## src/rtl/huffman_pkg.sv

```systemverilog
// huffman_pkg: shared types and constants for the UART-to-decoder byte unstuffing path.
package huffman_pkg;
    localparam int         DEC_WIDTH  = 64;
    localparam logic [7:0] STUFF_BYTE = 8'hFF;

    typedef enum logic {NORMAL, GOT_FF} unstuff_state_t;

    typedef struct packed {
        logic [DEC_WIDTH-1:0] data;
        logic [3:0]           nbytes;
        logic                 last;
        logic [7:0]           marker;
    } DecWord_t;
endpackage

```

## src/rtl/uart2decoder_if.sv

```systemverilog
// uart2decoder_if: byte-stream valid/ready interface between the UART receiver and the unstuffer.
interface UartIF;
    logic [7:0] data;
    logic       valid;
    logic       ready;

    modport master (output data, output valid, input ready);
    modport slave  (input data, input valid, output ready);
endinterface

```

## src/rtl/uart2decoder_unstuff.sv

```systemverilog
// ByteUnstuffer: removes 0xFF/0x00 stuffing and emits append/marker strobes for each accepted byte.
// U2D_MARKER_EN selects marker detection on 0xFF followed by a non-zero byte.
module ByteUnstuffer
    import huffman_pkg::*;
(
    input  logic       clk,
    input  logic       rst_n,
    input  logic [7:0] i_byte,
    input  logic       i_take,
    output logic [7:0] o_byte,
    output logic       o_append,
    output logic       o_marker
);
    unstuff_state_t r_state;

    always_ff @(posedge clk or negedge rst_n) begin
        if (!rst_n)
            r_state <= NORMAL;
        else if (i_take)
            r_state <= (r_state == NORMAL && i_byte == STUFF_BYTE) ? GOT_FF : NORMAL;
    end

    // Strobes are combinational so the packer can register the word on the accepting edge.
    assign o_byte = (r_state == GOT_FF) ? STUFF_BYTE : i_byte;
`ifdef U2D_MARKER_EN
    assign o_append = i_take && (r_state == NORMAL ? i_byte != STUFF_BYTE : i_byte == 8'h00);
    assign o_marker = i_take && r_state == GOT_FF && i_byte != 8'h00;
`else
    assign o_append = i_take && (r_state == GOT_FF || i_byte != STUFF_BYTE);
    assign o_marker = 1'b0;
`endif
endmodule

```

## src/rtl/uart2decoder.sv

```systemverilog
// uart2decoder: unstuffs the UART JPEG byte stream and packs it MSB-first into decoder words.
// U2D_MARKER_EN enables marker flushes with out_last/out_marker.
module uart2decoder
    import huffman_pkg::*;
#(
    parameter int WORD_WIDTH = DEC_WIDTH,
    localparam int BYTES     = WORD_WIDTH / 8
) (
    input  logic                  clk,
    input  logic                  rst_n,
    UartIF.slave                  in,
    output logic [WORD_WIDTH-1:0] out_data,
    output logic [3:0]            out_nbytes,
    output logic                  out_valid,
    input  logic                  out_ready
`ifdef U2D_MARKER_EN
    ,
    output logic                  out_last,
    output logic [7:0]            out_marker
`endif
);
    DecWord_t              r_out;
    logic                  r_valid;
    logic [WORD_WIDTH-1:0] r_acc;
    logic [3:0]            r_cnt;
    logic [WORD_WIDTH-1:0] w_acc;
    logic [WORD_WIDTH-1:0] w_fill;
    logic [7:0]            w_byte;
    logic                  w_take;
    logic                  w_append;
    logic                  w_marker;

    assign in.ready = !(r_valid && !out_ready);
    assign w_take   = in.valid && in.ready;

    ByteUnstuffer u_unstuff (
        .clk     (clk),
        .rst_n   (rst_n),
        .i_byte  (in.data),
        .i_take  (w_take),
        .o_byte  (w_byte),
        .o_append(w_append),
        .o_marker(w_marker)
    );

    always_comb begin
        w_acc = r_acc;
        w_acc[8*(BYTES-1-int'(r_cnt)) +: 8] = w_byte;
    end

    // Lanes below the filled ones are forced to 0xFF on a marker flush.
    assign w_fill = {WORD_WIDTH{1'b1}} >> (8 * r_cnt);

    always_ff @(posedge clk or negedge rst_n) begin
        if (!rst_n) begin
            r_out   <= '0;
            r_valid <= 1'b0;
            r_acc   <= '0;
            r_cnt   <= '0;
        end else begin
            if (out_ready)
                r_valid <= 1'b0;
            if (w_append) begin
                r_acc <= w_acc;
                r_cnt <= (r_cnt == 4'(BYTES - 1)) ? 4'd0 : r_cnt + 4'd1;
                if (r_cnt == 4'(BYTES - 1)) begin
                    r_out   <= '{data: w_acc, nbytes: 4'(BYTES), last: 1'b0, marker: 8'h00};
                    r_valid <= 1'b1;
                end
            end else if (w_marker) begin
                r_out   <= '{data: (r_acc & ~w_fill) | w_fill, nbytes: r_cnt, last: 1'b1, marker: in.data};
                r_valid <= 1'b1;
                r_cnt   <= '0;
            end
        end
    end

    assign out_data   = r_out.data;
    assign out_nbytes = r_out.nbytes;
    assign out_valid  = r_valid;
`ifdef U2D_MARKER_EN
    assign out_last   = r_out.last;
    assign out_marker = r_out.marker;
`else
    logic w_unused;
    assign w_unused = ^{r_out.last, r_out.marker};
`endif
endmodule

```

## src/flat_wrapper.sv

```systemverilog
// flat-port wrapper written by rule: the top's interface ports become plain ports
module uart2decoder_flat import huffman_pkg::*;
#(
    parameter int WORD_WIDTH = DEC_WIDTH,
    localparam int BYTES     = WORD_WIDTH / 8
)
  (clk, rst_n, out_data, out_nbytes, out_valid, out_ready, in_data, in_valid, in_ready);
  UartIF in_i ();
  input  logic clk;
  input  logic rst_n;
  output logic [WORD_WIDTH-1:0] out_data;
  output logic [3:0] out_nbytes;
  output logic out_valid;
  input  logic out_ready;
  input wire logic [$bits(in_i.data)-1:0] in_data;
  input wire logic [$bits(in_i.valid)-1:0] in_valid;
  output wire logic [$bits(in_i.ready)-1:0] in_ready;
  assign in_i.data = in_data;
  assign in_i.valid = in_valid;
  assign in_ready = in_i.ready;
  uart2decoder #(.WORD_WIDTH(WORD_WIDTH)) u_core (.clk(clk), .rst_n(rst_n), .in(in_i), .out_data(out_data), .out_nbytes(out_nbytes), .out_valid(out_valid), .out_ready(out_ready));
endmodule
```

## config.mk

```make
export PLATFORM = sky130hd
export DESIGN_NAME = uart2decoder_flat
export DESIGN_NICKNAME = d
export VERILOG_FILES = /design/src/rtl/huffman_pkg.sv /design/src/rtl/uart2decoder_if.sv /design/src/rtl/uart2decoder_unstuff.sv /design/src/rtl/uart2decoder.sv /design/src/flat_wrapper.sv
export SDC_FILE = /design/constraint.sdc
export NUM_CORES = 1
export LEC_CHECK = 0
export BUFFER_PORTS_ARGS = -buffer_cell sky130_fd_sc_hd__buf_2
export CAP_MARGIN = 20
export CORE_ASPECT_RATIO = 1.75
export CORE_UTILIZATION = 30
export CTS_BUF_LIST = sky130_fd_sc_hd__clkbuf_8
export DETAILED_ROUTE_END_ITERATION = 12
export GPL_ROUTABILITY_DRIVEN = 0
export GPL_TIMING_DRIVEN = 1
export PLACE_DENSITY = 0.58
export SETUP_SLACK_MARGIN = 0.3
export SLEW_MARGIN = 20
export SYNTH_ARGS = -nofsm -noshare
export SYNTH_HDL_FRONTEND = slang
export SYNTH_SLANG_ARGS = --single-unit
```

## constraint.sdc

```tcl
create_clock -name clk -period 7.1 [get_ports clk]
set_input_delay 0.71 -clock clk [delete_from_list [all_inputs] [get_ports clk]]
set_output_delay 0.71 -clock clk [all_outputs]
set_load 0.05 [all_outputs]
```

==> results.md, run 1 <==
- Root Buffer: clkbuf_8
- Outcome: finished, violations left
- Starting density of the core: 30.92%
- Final Hold Viols: 0
- H-tree Lvls: 4
- Clock Skew: 0.01344 ns
- First drt pass iteration count: 11
- Pin count of the biggest net entering global routing: 73
- Placed cell area: 6980 um2
- Critical path capture point type: register
- Antenna Nets Post-Route: 0
- Largest fanout on the critical path: 25
- Avg Cell Area, Syn: 14.55 um2
- Detailed-placement wirelength estimate: 10.36 mm
- Sinks on Clock Net: 135
- Flop2flop setup slack: 2.96 ns
- Gate count after technology mapping: 435
- Worst-path clk slew: 0.08 ns
- VDD IR-drop max: 0.2237 mV
- Worst r2r src: u_core.r_cnt[0]
- Final nets: 536
- Critical-path top delay cell: dfrtp_1
- All-Layer GR Usage: 14.16%
- Ys flop type: dfrtp_1
- Remaining Overflow, GRT: 0
- Post-CTS setup repair buffer count: 0
- Worst rel slew slack: 38.93%
- Yosys top cell by area: dfrtp_1
- Number of synthesis warnings: 0
- Average routed wire per standard cell: 18.30 um
- Initial DRC Count: 104
- CTS Buffer Depth: 2
- Vias in the first global route: 4065
- CTS Buf Count: 17
- Num rows: 69
- Fin Hold WS: 0.3444 ns
- Design area: 7390 um2
- Synth area leaders: dfrtp_1, mux2_2, o21ba_2
- Worst path cell trace: ha_1, nand2_1, ha_1, nor4bb_2, and3_1, nor3b_2, mux2_2
- Hold crit path type: in -> async
- Die Y: 194.1 um
- Pins over their slew limit: 0
- Post-cts resize count: 0
- # setup viols final: 0
- CTS tree: built
- Share of the yosys chip area belonging to registers: 53.39%
- CP max stage delay: 0.76 ns
- Required @ worst endpoint: 7.44 ns
- Failing checks: DRC
- RSZ-0062 raised after global routing: false
- CP dominant cell by count: ha_1
- Post-Route WL: 14.29 mm
- Post-synth EDFFs: 0
- CP Launch Type: register
- Crit path time final: 4.140 ns
- Fmax: 241.5 MHz
- FILL cells: 1935
- Period utilization: 58.31%
- Leakage power: 3.510 nW
- Area share of the largest cell type after synthesis: 53.39%
- Vias per inst: 4.800
- Family with the most delay on the worst path: simple AND/OR/NAND/NOR gates
- DRC viols: 8
- Die ar.: 21700 um2
- Worst r2r path cells: 7
- Vias after detailed routing: 3749
- # IOs: 82
- Cell area after synthesis: 6327 um2
- Share of layout cells above drive strength 1: 63.72%
- Hold-fix buffers, CTS: 0
- First-pass GRT wire length: 23.27 mm
- Multi-input logic area: 2868 um2
- P per Cell Area: 480.7 nW/um2
- Initial antenna violation count: 0
- Crit path buffers/inverters: 0
- Asr flop ratio synth: 100.0%
- Slew @ Worst Pin: 0.9160 ns
- Synthesis-to-layout area growth: 16.79%
- Die Wd: 111.8 um
- Std-Cell Core Area: 20460 um2
- Worst R2R End: u_core.r_acc[51]
- Fin Setup TNS: 0 ns
- Port-buffer cells: 78
- Seq cells post-synth: 135
- Clk_lat worst skew: 0.46 ns
- Register area: 3378 um2
- Max_cap viols: 0
- Crit path arrival time: 4.48 ns
- Setup Crit Path Kind: reg -> reg
- Distinct cells, synth: 37
-- registers in the layout, indices dropped and copies added, names as in the netlist --
signal / count
u_core.out_nbytes: 1
u_core.out_data: 64
u_core.u_unstuff.r_state: 1
u_core.r_acc: 64
u_core.r_cnt: 4
u_core.out_valid: 1
-- worst register-to-register path: stages (launching register included) --
cell	delay, ns
dfrtp_1	0.76
ha_1	0.36
nand2_1	0.17
ha_1	0.41
nor4bb_2	0.72
and3_1	0.54
nor3b_2	0.65
mux2_2	0.41
-- layout by cell type (no fill, tap or decap), types with 2 or more instances in the layout --
cell type / n
dfrtp_1: 135
nor2b_1: 9
nand3_1: 4
or2_2: 9
conb_1: 3
xor2_1: 2
clkinv_4: 4
nor3b_2: 2
nand2_1: 6
inv_1: 3
nand3_2: 3
buf_4: 5
nor3_2: 6
nor2_1: 3
clkbuf_8: 17
and2_1: 8
inv_6: 5
buf_2: 77
o31ai_1: 2
ha_1: 5
o21ba_2: 8
bufinv_16: 2
mux2_2: 193
-- metal layers --
layer,share of wire (%),GRT usage (%),vias up
li1,-,-,1740
met1,39,15.00,1923
met2,56,26.11,70
met3,3.0,2.813,16
met4,2.3,7.307,0
met5,0,0,-
-- where the power goes --
group / internal [mW] / total (mW) / switching (mW)
Combinational: 0.581 / 1.65 / 1.07
Clock: 0.319 / 0.648 / 0.329
Sequential: 1.08 / 1.26 / 0.178
Total: 1.98 / 3.55 / 1.57
-- stage by stage --
step	instances	setup slack, ns	total power [mW]	utilization, %
floorplan	437	4.054	2.488	-
global placement	748	2.882	2.894	34.12
detailed placement	748	2.696	2.936	34.12
CTS	780	2.706	3.601	36.07
global route	780	2.733	3.747	36.10
finish	781	2.960	3.552	36.12
-- Yosys cell counts, drive strengths merged (2+ instances only) --
cell type,count
mux2,193
dfrtp,135
buf,14
nor2b,9
or2,9
and2,8
o21ba,8
nand3,7
nor3,7
nand2,6
clkbuf,5
ha,5
nor2,3
nor3b,3
nor4,3
inv,2
nor4bb,2
o31ai,2
xor2,2
-- layout make-up --
cell class / count / area share (%)
Timing Repair Buffer: 82 / 5.723
Inverter: 2 / 0.1016
Antenna cell: 1 / 0.03386
Tap cell: 248 / 4.199
Clock inverter: 15 / 2.252
Sequential cell: 135 / 45.72
Multi-Input combinational cell: 281 / 38.81
Clock buffer: 17 / 3.166
-- worst max-delay path by stage --
| stage | cells after the start | startpoint | endpoint | slack (ns) |
|---|---|---|---|---|
| after global routing | 7 | u_core.r_cnt[0] | u_core.r_acc[43] | 2.73 |
| after floorplan | 8 | u_core.r_cnt[0] | u_core.r_acc[40] | 4.05 |
| final | 7 | u_core.r_cnt[0] | u_core.r_acc[51] | 2.96 |
| after CTS | 7 | u_core.r_cnt[0] | u_core.r_acc[57] | 2.71 |
| after detailed placement | 7 | u_core.r_cnt[0] | u_core.r_acc[57] | 2.70 |
| after global placement | 7 | u_core.r_cnt[0] | u_core.r_acc[54] | 2.88 |
-- cell families (layout without fill, tap and decap cells) --
kind of cell | Yosys count | count (layout) | synth area share (%)
mux | 194 | 194 | 34.51
compound gates | 12 | 12 | 1.661
flops | 135 | 135 | 53.39
other cells | 1 | 4 | 0.05927
xor+xnor | 3 | 3 | 0.4153
simple gates | 64 | 64 | 7.297
fa+ha+maj | 5 | 5 | 0.9887
buf+inv | 21 | 116 | 1.681
Note: power is estimated with default switching activity, not from simulation.
==> run 2: changes to the inputs <==
Clock period 7.1 ns to 4 ns, I/O delays scaled along.
==> run 2 against run 1 <==
The flow still finishes with violations (DRC). Global-route usage fell by 0.11 points. Critical path type unchanged. Core utilization rose by 0.16 points. Flip-flop and latch count did not move. Non-clock buffer count increased by 3. Die area unchanged. Fmax grew 22%. Register-to-register slack worse by 2.4 ns. Sequential share of layout area shrank 0.20 points. Final cell count rose by 0.26%. Power grew 78%. First-iteration DRC count grew 28%. Largest power group unchanged.
==> results.md, run 2 (synthesized netlist as in run 1, its figures left out) <==
- Die Wd: 111.8 um
- All-Layer GR Usage: 14.05%
- Synthesis-to-layout area growth: 17.30%
- Starting density of the core: 30.92%
- Std-Cell Core Area: 20460 um2
- Failing checks: DRC
- RSZ-0062 raised after global routing: false
- Hold crit path type: in -> async
- Leakage power: 3.536 nW
- Commonest non-fill, non-tap cells in the layout: mux2_2, dfrtp_1, buf_2
- CTS Buffer Depth: 2
- Crit path arrival time: 3.73 ns
- Remaining Overflow, GRT: 0
- Required @ worst endpoint: 4.34 ns
- CTS tree: built
- First drt pass iteration count: 8
- Detailed-placement wirelength estimate: 10.32 mm
- Antenna Nets Post-Route: 0
- Hold-fix buffers, CTS: 0
- Pins over their slew limit: 0
- Vias in the first global route: 4093
- Fin Setup TNS: 0 ns
- Vias per inst: 4.845
- Initial DRC Count: 133
- Initial antenna violation count: 0
- CTS Buf Count: 17
- Clock Skew: 0.01191 ns
- Worst rel slew slack: 38.49%
- DRC viols: 4
- Worst r2r src: u_core.r_cnt[2]
- Period utilization: 84.75%
- Crit path time final: 3.390 ns
- P per Cell Area: 852.8 nW/um2
- Most common cell after layout, fill and taps aside: mux2_2
- # setup viols final: 0
- Post-CTS setup repair buffer count: 0
- Die ar.: 21700 um2
- Die Y: 194.1 um
- Post-Route WL: 14.29 mm
- Worst-path clk slew: 0.09 ns
- Fmax: 295.0 MHz
- CP Launch Point: u_core.r_cnt[2]
- CP Launch Type: register
- Slew @ Worst Pin: 0.9226 ns
- Post-cts resize count: 0
- N_diodes: 0
- Setup Crit Path Kind: reg -> reg
- Average routed wire per standard cell: 18.26 um
- Final nets: 539
- First-pass GRT wire length: 23.15 mm
- Critical path capture point type: register
- # IOs: 82
- Max_cap viols: 0
- Final Hold Viols: 0
- VDD IR-drop max: 0.5440 mV
- Share of layout cells above drive strength 1: 63.93%
- Pin count of the biggest net entering global routing: 71
- Root Buffer: clkbuf_8
- Num rows: 69
- Sinks on Clock Net: 135
- Vias after detailed routing: 3794
- Largest fanout on the critical path: 10
- Outcome: finished, violations left
- Total power: 6.330 mW
- Clk_lat worst skew: 0.46 ns
- Fin Hold WS: 0.07343 ns
- FILL cells: 1988
- H-tree Lvls: 4
- Port-buffer cells: 78
-- run 2: path summary, 6_finish.rpt --
path                                            endpoint  slack [ns]  depth (start not counted)
worst max-delay path                    u_core.r_acc[39]        0.61                          8
worst min-delay path                 u_core.out_data[32]        0.07                          1
worst max register to register          u_core.r_acc[39]        0.61                          8
worst min register to register      u_core.out_nbytes[3]        0.46                          1
max in group asynchronous                u_core.r_acc[3]        3.07                          2
min in group clk                u_core.u_unstuff.r_state        0.24                          3
-- run 2: final cells by class --
cell class	instances	area [um2]	area share (%)
multi-input cells	281	2861	38.55
flip-flops and latches	135	3378	45.52
repair buffers	85	457.9	6.170
inverters	2	7.507	0.1011
well taps	248	310.3	4.181
clock inverters	15	172.7	2.326
clock buffers	17	234.0	3.152
-- run 2: through the flow --
stage | util, % | worst slack [ns] | area [um2] | cells
3_5_place_dp | 34.29 | 0.6797 | 7015 | 751
6_report | 36.27 | 0.6098 | 7422 | 783
2_1_floorplan | - | 0.9541 | 6335 | 437
4_1_cts | 36.27 | 0.6343 | 7422 | 783
3_3_place_gp | 34.29 | 0.7663 | 7015 | 751
5_1_grt | 36.27 | 0.3613 | 7422 | 783
-- run 2: power breakdown --
part | total (mW) | switching (mW) | internal [mW]
Clock | 1.18 | 0.644 | 0.535
Sequential | 2.20 | 0.288 | 1.91
Combinational | 2.95 | 1.91 | 1.04
Total | 6.33 | 2.84 | 3.49
-- run 2: critical path: stages, from the launching register on --
cell and delay [ns]:
dfrtp_1 0.47, nor2b_1 0.21, nand2_1 0.16, ha_1 0.42, nor4bb_1 0.32, buf_4 0.20
or4b_1 0.69, nor3_4 0.41, mux2_2 0.39
-- run 2: routing by layer --
| metal | GRT usage (%) | up-vias | routed length [um] |
|---|---|---|---|
| met4 | 6.456 | 0 | 350 |
| met1 | 15.14 | 1956 | 5536 |
| met3 | 3.032 | 19 | 393 |
| met5 | 0 | - | 0 |
| met2 | 25.81 | 77 | 8014 |
| li1 | - | 1742 | - |
==> run 3: changes to the inputs <==
Clock period 4 ns to 3.25 ns, I/O delays scaled along.
==> run 3 against run 2 <==
The run still ends with DRC left. Cell area grew 3.9%. Fmax grew 17%. Via count grew 0.76%. Non-clock buffer count grew 16. Die area is the same. Global-route usage grew 0.11 points. Flip-flop and latch count is the same. Worst hold slack gained 0.098 ns. Register-to-register slack lost 0.25 ns. Clock power grew 23%. Clock-buffer cell count is the same. Critical endpoint is now u_core.r_acc[26]. Largest cell class unchanged. Highest routed layer unchanged.
==> results.md, run 3 (synthesized netlist as in run 1, its figures left out) <==
- Setup Crit Path Kind: reg -> reg
- Period utilization: 88.97%
- Register area: 3379 um2
- Max_cap viols: 0
- First drt pass iteration count: 8
- Worst R2R End: u_core.r_acc[26]
- Vias after detailed routing: 3823
- Worst rel slew slack: 46.56%
- Post-Route WL: 14.51 mm
- Most common cell after layout, fill and taps aside: mux2_2
- Detailed-placement wirelength estimate: 10.34 mm
- Worst-path clk slew: 0.08 ns
- Flop2flop setup slack: 0.36 ns
- CP Launch Type: register
- Outcome: finished, violations left
- Final Hold Viols: 0
- Crit path arrival time: 3.21 ns
- Family with the most delay on the worst path: simple AND/OR/NAND/NOR gates
- Required @ worst endpoint: 3.57 ns
- Die Y: 194.1 um
- Crit path time final: 2.892 ns
- Largest fanout on the critical path: 9
- Root Buffer: clkbuf_8
- H-tree Lvls: 4
- Vias in the first global route: 4238
- Pin count of the biggest net entering global routing: 86
- First-pass GRT wire length: 23.53 mm
- Std-Cell Core Area: 20460 um2
- Remaining Overflow, GRT: 0
- Average routed wire per standard cell: 18.18 um
- Pins over their slew limit: 0
- Fmax: 345.8 MHz
- CTS Buf Count: 17
- N_diodes: 0
- Multi-input logic area: 2969 um2
- Worst r2r path cells: 9
- Fin Setup TNS: 0 ns
- All-Layer GR Usage: 14.16%
- Final nets: 555
- Critical-path top delay cell: dfrtp_2
- Starting density of the core: 30.92%
- Commonest non-fill, non-tap cells in the layout: mux2_2, dfrtp_1, buf_2
- Port-buffer cells: 78
- Sinks on Clock Net: 135
- Clk_lat worst skew: 0.45 ns
- Antenna Nets Post-Route: 0
- Crit path buffers/inverters: 2
- # setup viols final: 0
- CTS Buffer Depth: 2
- Leakage power: 3.612 nW
- Fin Hold WS: 0.1716 ns
- Num rows: 69
- P per Cell Area: 1029 nW/um2
- Worst r2r src: u_core.r_cnt[2]
- Hold crit path type: in -> reg
- CP max stage delay: 0.42 ns
- Synthesis-to-layout area growth: 21.87%
- # IOs: 82
- Clock Skew: 0.02003 ns
- Worst path cell trace: nor2b_2, nand3_1, ha_1, nor4bb_2, buf_4, nand3_2, nor3_4, buf_12, mux2_2
- Die ar.: 21700 um2
- Vias per inst: 4.791
- Hold Path End: u_core.u_unstuff.r_state
- Die Wd: 111.8 um
- Share of layout cells above drive strength 1: 66.55%
- FILL cells: 1964
- Hold depth: 3
- CTS tree: built
- Initial DRC Count: 151
- Failing checks: DRC
- Worst hold start: in_valid
- Slew @ Worst Pin: 0.8017 ns
- Initial antenna violation count: 0
- VDD IR-drop max: 0.5590 mV
- Critical path capture point type: register
- RSZ-0062 raised after global routing: true
- DRC viols: 5
-- run 3: cell count changes in the layout (fill, tap and decap cells not counted), moves of 4 or more --
cell / change
buf_12: +4
buf_4: +10
clkinvlp_4: +4
inv_8: -8
nor3_2: -5
nor3_4: +5
-- run 3: per-stage QoR --
stage               area, um2  std cells  worst slack [ns]  power, mW  util [%]
global route             7711        798            0.2308      8.369     37.69
global placement         7102        758            0.2968      6.338     34.71
finish                   7711        798            0.3584      7.931     37.69
floorplan                6365        437            0.2474      5.443         -
detailed placement       7102        758            0.1164      6.459     34.71
CTS                      7577        793            0.2677      7.964     37.03
-- run 3: tightest hold or removal path, cell delays in order --
cell and delay (ns):
buf_2 0.10, a21oi_1 0.06, nor2_1 0.09
-- run 3: worst max-delay path by stage --
stage / startpoint / end / depth (start not counted)
floorplan: u_core.r_cnt[0] / u_core.r_acc[10] / 8
global placement: u_core.r_cnt[1] / u_core.r_acc[38] / 8
detailed placement: u_core.r_cnt[1] / u_core.r_acc[55] / 8
CTS: u_core.r_cnt[1] / u_core.r_acc[55] / 8
global route: u_core.r_cnt[2] / u_core.r_acc[30] / 9
finish: u_core.r_cnt[2] / u_core.r_acc[26] / 9
-- run 3: cell type report --
| cell class | count | share of cell area, % |
|---|---|---|
| clock buffers | 17 | 3.034 |
| well taps | 248 | 4.024 |
| repair buffers | 101 | 8.227 |
| clock inverters | 14 | 2.288 |
| multi-input cells | 281 | 38.50 |
| flip-flops and latches | 135 | 43.83 |
| inverters | 2 | 0.09736 |
-- run 3: what timing repair did --
item	CTS	global route
hold buffers	1	0
pin swaps	2	3
setup buffers	3	5
endpoints found under the setup margin	45	75
hold endpoints to repair	84	0
gates resized for setup	5	12
-- run 3: per-layer routing --
metal,vias up,GRT usage (%),wire [um]
met5,-,0,0
met4,0,7.808,521
met3,32,2.970,476
met2,84,25.33,7875
met1,1933,15.40,5631
li1,1774,-,-
-- run 3: power by group --
part	internal, mW	switching [mW]	total (mW)
Sequential	2.35	0.362	2.72
Combinational	1.36	2.41	3.77
Clock	0.761	0.685	1.45
Total	4.47	3.46	7.93
